**config.mk**
```make
export PLATFORM = sky130hd
export DESIGN_NAME = cla_subtractor_5bit
export DESIGN_NICKNAME = d
export VERILOG_FILES = /design/src/rtl/cla_subtractor_5bit.sv
export SDC_FILE = /design/constraint.sdc
export NUM_CORES = 1
export LEC_CHECK = 0
export ABC_AREA = 1
export CAP_MARGIN = 20
export CORE_ASPECT_RATIO = 0.7
export CORE_UTILIZATION = 48
export CTS_CLUSTER_SIZE = 8
export DETAILED_ROUTE_END_ITERATION = 10
export PLACE_DENSITY = 0.77
export SLEW_MARGIN = 15
export SYNTH_ARGS = -nofsm -noshare
export SYNTH_HDL_FRONTEND = slang
export SYNTH_SLANG_ARGS = --single-unit
```
**constraint.sdc**
```tcl
create_clock -name clk -period 1.3 [get_ports clk]
set_clock_uncertainty 0.1 [all_clocks]
set_input_delay 0.26 -clock clk [delete_from_list [all_inputs] [get_ports clk]]
set_output_delay 0.26 -clock clk [all_outputs]
set_load 0.05 [all_outputs]
```
**src/rtl/cla_subtractor_5bit.sv**
```systemverilog
// cla_subtractor_5bit: two-stage pipelined 5-bit subtractor (diff = a - b mod 32)
// built on a carry-lookahead core, with a valid/ready stream handshake.
//
// Ports:
//   clk        rising-edge clock
//   rst        asynchronous, active-low reset
//   in_valid   operand pair on a/b is valid
//   in_ready   block can accept an operand pair this cycle (combinational)
//   a, b       minuend / subtrahend
//   out_valid  diff and flags are valid
//   out_ready  consumer takes the result this cycle
//   diff       a - b mod 32
//   borrow     unsigned borrow (a < b)
//   ovf        signed overflow of a - b
//   zero       diff == 0
module cla_subtractor_5bit #(
  parameter int unsigned WIDTH = 5
) (
  input  logic             clk,
  input  logic             rst,
  input  logic             in_valid,
  output logic             in_ready,
  input  logic [WIDTH-1:0] a,
  input  logic [WIDTH-1:0] b,
  output logic             out_valid,
  input  logic             out_ready,
  output logic [WIDTH-1:0] diff,
  output logic             borrow,
  output logic             ovf,
  output logic             zero
);

  // Stage 1: generate/propagate of a + ~b, plus operand sign bits
  logic [WIDTH-1:0] g1_q;
  logic [WIDTH-1:0] p1_q;
  logic             sa1_q;
  logic             sb1_q;
  logic             v1_q;

  // Stage 2 valid; the result fields are the output registers themselves
  logic             v2_q;

  logic             adv2_c;
  logic [WIDTH:0]   c_c;
  logic [WIDTH-1:0] d_c;
  logic             ovf_c;

  // Handshake: S2 drains when empty or consumed; S1 loads when S2 makes room
  assign adv2_c    = ~v2_q | out_ready;
  assign in_ready  = ~v1_q | adv2_c;
  assign out_valid = v2_q;

  // Two-level lookahead carries with carry-in 1 (the +1 of two's complement)
  always_comb begin
    c_c    = '0;
    c_c[0] = 1'b1;
    c_c[1] = g1_q[0] | p1_q[0];
    c_c[2] = g1_q[1] | (p1_q[1] & g1_q[0]) | (p1_q[1] & p1_q[0]);
    c_c[3] = g1_q[2] | (p1_q[2] & g1_q[1]) | (p1_q[2] & p1_q[1] & g1_q[0])
           | (p1_q[2] & p1_q[1] & p1_q[0]);
    c_c[4] = g1_q[3] | (p1_q[3] & g1_q[2]) | (p1_q[3] & p1_q[2] & g1_q[1])
           | (p1_q[3] & p1_q[2] & p1_q[1] & g1_q[0])
           | (p1_q[3] & p1_q[2] & p1_q[1] & p1_q[0]);
    c_c[5] = g1_q[4] | (p1_q[4] & g1_q[3]) | (p1_q[4] & p1_q[3] & g1_q[2])
           | (p1_q[4] & p1_q[3] & p1_q[2] & g1_q[1])
           | (p1_q[4] & p1_q[3] & p1_q[2] & p1_q[1] & g1_q[0])
           | (&p1_q);
  end

  assign d_c   = p1_q ^ c_c[WIDTH-1:0];
  // Overflow only possible when operand signs differ and result sign flips from a
  assign ovf_c = (sa1_q ^ sb1_q) & (d_c[WIDTH-1] ^ sa1_q);

  // Stage 1 register
  always_ff @(posedge clk or negedge rst) begin
    if (!rst) begin
      g1_q  <= '0;
      p1_q  <= '0;
      sa1_q <= 1'b0;
      sb1_q <= 1'b0;
      v1_q  <= 1'b0;
    end else if (in_ready) begin
      g1_q  <= a & ~b;
      p1_q  <= a ^ ~b;
      sa1_q <= a[WIDTH-1];
      sb1_q <= b[WIDTH-1];
      v1_q  <= in_valid;
    end
  end

  // Stage 2 register (outputs); holds while a valid result is stalled
  always_ff @(posedge clk or negedge rst) begin
    if (!rst) begin
      diff   <= '0;
      borrow <= 1'b0;
      ovf    <= 1'b0;
      zero   <= 1'b0;
      v2_q   <= 1'b0;
    end else if (adv2_c) begin
      diff   <= d_c;
      borrow <= ~c_c[WIDTH];
      ovf    <= ovf_c;
      zero   <= ~|d_c;
      v2_q   <= v1_q;
    end
  end

endmodule

```
* Word level (Yosys, flattened, before mapping) *
Index checks and enable logic that the tools add are counted.

operators by class
  reduce and logical (&&, ||, !) cells = 3
  bitwise logic cells = 46

operators with widths
  cell                 count
  1-bit bitwise AND    20
  1-bit bitwise OR     17
  5-bit XOR            2
  5-bit bitwise AND    1
  5-bit inverter       1
  5-bit AND reduction  1
  5-bit OR reduction   1
  1-bit inverter       3
  1-bit XOR            2
  1-bit zero test      1

word-level totals
  bits in registers = 22
  output and inout port bits = 10

* Depth between registers and ports, before layout *
  depth in word-level cells = 8
  depth in mapped cells = 8
  gate-level depth less buffers = 8

* Least setup slack after synthesis *
No wires, ideal clock.

  kind = reg-to-output
  start point = register v2_q, in the netlist out_valid
  end point = output in_ready
  cell stages (with the launch flop) = 5
  arrival = 1.188 ns
  buffers on the path = 1
  slack = -0.248 ns
  cells stage by stage = dfrtp_1 inv_1 nor2_4 nand2_2 buf_2

between the ends
  cells in the longest elaborated chain, start to end = 3

ends and longest elaborated chain
  item                    RTL line  text
  start, declared         41        logic v2_q;
  start signal, assigned  104       v2_q <= v1_q;
  1-bit inverter          49        assign adv2_c = ~v2_q | out_ready;
  1-bit bitwise OR        49
  1-bit bitwise OR        50        assign in_ready = ~v1_q | adv2_c;
  end, declared           22        output logic in_ready,

No other way between the ends.

* Worst setup path after layout *
  start point = input out_ready
  end point = output in_ready

between the ends
  cells in the longest elaborated chain, start to end = 2

ends and longest elaborated chain
  item              RTL line  text
  start, declared   26        input logic out_ready,
  1-bit bitwise OR  49
  1-bit bitwise OR  50

No other way between the ends.

==> summary.txt <==
Outcome
  – Outcome: finished, violations left
  – Failing checks: design-rule violations, negative setup slack

Clocking
  – CTS Buf Count: 3
  – Root buffer cell: clkbuf_4
  – CTS sink count: 22
  – Clock Pin Slew Worst Setup and Hold Paths: 0.12 ns
  – Htree depth: 1
  – Worst-Skew Late Latency: 0.31 ns
  – CTS Buffer Depth: 2
  – CTS tree: built
  – CTS Hold Bufs: 0

Synth
  – Distinct cells, synth: 20
  – Synthesized instance count: 119
  – Post-synthesis adder-cell area fraction: 5.92%
  – Synth Area in XOR/XNOR: 0.829%
  – Post-synth net total: 138
  – Synth Area in Compound Gates: slightly above 7%
  – Fraction of the yosys area taken by sequential cells: 52.1%
  – Mapped Area: roughly 1100 um2
  – FF+latch count, synth: 22
  – Largest family of logic cells by synthesized area: simple AND/OR/NAND/NOR gates
  – Mean post-synth cell area: 8.87 um2
  – Post-Synth Simple-Gate Area: 23.5%
  – Synth top area share: 52.1%
  – Cell taking the most area after synthesis: dfrtp_1
  – Mux share of post-synthesis cell area: 2.13%
  – Synth Warn #: 0
  – Largest cells by area after synthesis: dfrtp_1 (52%), nand2_1 (11%), inv_1 (6.0%)

Detailed routing
  – Vias per cell: approximately 5.2
  – Final ANT Viol Nets: 0
  – Mean routed wirelength per cell: 15.1 um
  – DR iter-0 viols: 18
  – Drt total wl: approximately 2.8 mm
  – Vias: 976
  – DRT Pass-1 Iters: 7
  – Drt drc: 3

Worst hold path
  – Tightest Hold Check Type: in2async

Setup path
  – Max FO, Critical Path: 2
  – Startpoint class of the critical path: primary input
  – CP max stage cell: clkdlybuf4s50_1
  – R2R Path End: ovf
  – CP Data Required Time: 0.94 ns
  – Worst setup EP type: output port
  – Crit. Startpoint: out_ready
  – Crit path kind: in2out
  – CP max stage delay: roughly 0.45 ns
  – Family with the most delay on the worst path: buffers and inverters
  – R2r startpoint: p1_q[3]
  – Worst r2r path cells: 8
  – CP bufs+invs: 2
  – Worst-path cell chain: clkdlybuf4s50_1 -> nor2_4 -> nand2_4 -> buf_8
  – Crit path DAT: 1.08 ns
  – FF-to-FF setup slack: -0.04 ns

Power
  – Clock Power Share: between 10% and 20%
  – Sw frac: 36.9%
  – Tot Pwr: 2.26 mW
  – Net switching power: 0.833 mW
  – Power Density: 1340 nW/um2
  – Combinational power share: between 40 and 50%
  – Pleak: 0.827 nW
  – Peak VDD IR: ~0.9 mV
  – Sequential Power Share: between 30% and 40%
  – Internal: around 1.4 mW

GRT
  – First-pass GRT wire length: 3.50 mm
  – Number of global-route vias before repair: 765
  – GRT Residual Overflow: 0
  – Largest net degree at the start of global routing: 23
  – GRT Util Overall: approximately a fifth
  – Initial antenna violation count: 0

Floorplan
  – Die X: 58.1 um
  – Height of the die: 41.2 um
  – # IOs: 24
  – Area of the die: roughly 2400 um2
  – Starting Density: 53.7%
  – Area of the core: between 1500 and 2000 um2
  – Row count: 13

Timing
  – Post-layout minimum cycle time: 1.44 ns
  – Hold_ws: 0.201 ns
  – Setup_tns: -0.269 ns
  – Final Hold Vio Count: 0
  – Post-route setup slack: -0.143 ns
  – Rel. slew slack: ~82%
  – Fmax: 693 MHz
  – Pins Over Slew Limit: 0
  – RSZ-0062 raised after global routing: yes
  – Final setup viols: 5
  – Slew @ Worst Pin: 0.274 ns
  – Tcrit/Tclk final: 111%

Place
  – Cell total after placement: roughly 180
  – Routability Congestion: approximately 0.8
  – DP Area: 1490 um2
  – Setup slack at placement: -0.226 ns
  – Post-DP HPWL: 1.74 mm
  – I/O Buffers: 23

Final layout
  – End-of-flow core utilization: 85.4%
  – Number of diodes: 0
  – Cell area after layout: ~1700 um2
  – Final non-filler cell total: 188
  – Layout cells sized above 1: between 30 and 40%
  – Area delta synth->final: 59.2%
  – Final nets: around 180

Job
  – Max-cap violations: 0
## repair_timing
action,in CTS,in global routing
setup buffers,3,4
pin swaps,3,7
endpoints found under the setup margin,2,21
cloned,0,1
resized for setup,4,22
## synthesized netlist by cell type
cell and count:
nand2_1 31, nand2_2 5, a31oi_1 1, o21ai_0 12, ha_1 5, clkinv_2 1, inv_2 1, nand3_1 7
xnor2_1 1, dfrtp_1 22, mux2_2 2, inv_1 17, nor2_4 1, nor2_1 3, nand3_4 1, buf_2 3
o21ai_1 2, nand4_1 2, nor2_2 1, or2_2 1
## cells by family after synthesis
family                   after synthesis
AND/OR/NAND/NOR                       52
XOR/XNOR                               1
multiplexers                           2
AO/OA/AOI/OAI                         15
buffers and inverters                 22
adder cells (fa/ha/maj)                5
flip-flops                            22
## power by group through the flow
stage	combinational, mW	sequential (mW)	clock, mW
3_5_place_dp	0.827	0.900	0
5_1_grt	1.04	0.905	0.415
2_1_floorplan	0.240	1.06	0
4_1_cts	0.848	0.885	0.382
6_report	0.990	0.892	0.376
3_3_place_gp	0.802	0.893	0
## how the worst max path moves through the flow
stage,slack (ns),end,cells after the start
after floorplan,0.004,in_ready,4
final,-0.14,in_ready,4
after global placement,-0.20,in_ready,4
after CTS,-0.15,in_ready,4
after detailed placement,-0.23,p1_q[2],4
after global routing,-0.17,in_ready,4
## cell usage in the layout, fill, tap and decap left out
| cell | count |
|---|---|
| nand2_1 | 24 |
| dfrtp_1 | 21 |
| inv_1 | 15 |
| clkdlybuf4s50_1 | 13 |
| buf_12 | 11 |
| buf_4 | 11 |
| o21ai_0 | 10 |
| nand2_2 | 10 |
| ha_1 | 5 |
| nand3_1 | 4 |
| nor2_4 | 3 |
| nand3_2 | 3 |
| clkbuf_4 | 3 |
| inv_2 | 2 |
| nand2_4 | 2 |
| mux2_2 | 2 |
| inv_4 | 2 |
| nand4_1 | 2 |
| nor2_1 | 2 |
| o21ai_1 | 2 |
| xnor2_2 | 1 |
| o21ai_4 | 1 |
| nand3_4 | 1 |
| o21ai_2 | 1 |
| or2_2 | 1 |
| a31oi_1 | 1 |
| clkbuf_8 | 1 |
| clkbuf_16 | 1 |
| dfrtp_2 | 1 |
| buf_8 | 1 |
| buf_6 | 1 |
## routing by layer
layer / vias up / global-route usage (%) / part of all wire, %
met1: 466 / 26.0 / 39
met5: - / 0 / 0
met4: 0 / 4.76 / 2.1
li1: 454 / - / -
met2: 45 / 37.6 / 53
met3: 11 / 7.26 / 6.0
## state kept, by name, summed over array words and instances, names as in the netlist
register and count:
out_valid 1, zero 1, ovf 1, borrow 1, diff 5, sb1_q 1, sa1_q 1, p1_q 5
g1_q 5, v1_q 1
## area by class of cell
cell class | instances | area (um2)
fillers | 116 | 287
clock buffers | 4 | 36.3
repair buffers | 38 | 484
inverters | 19 | 76.3
well taps | 30 | 37.5
flip-flops and latches | 22 | 552
multi-input cells | 75 | 495
(Power assumes the default switching activity.)
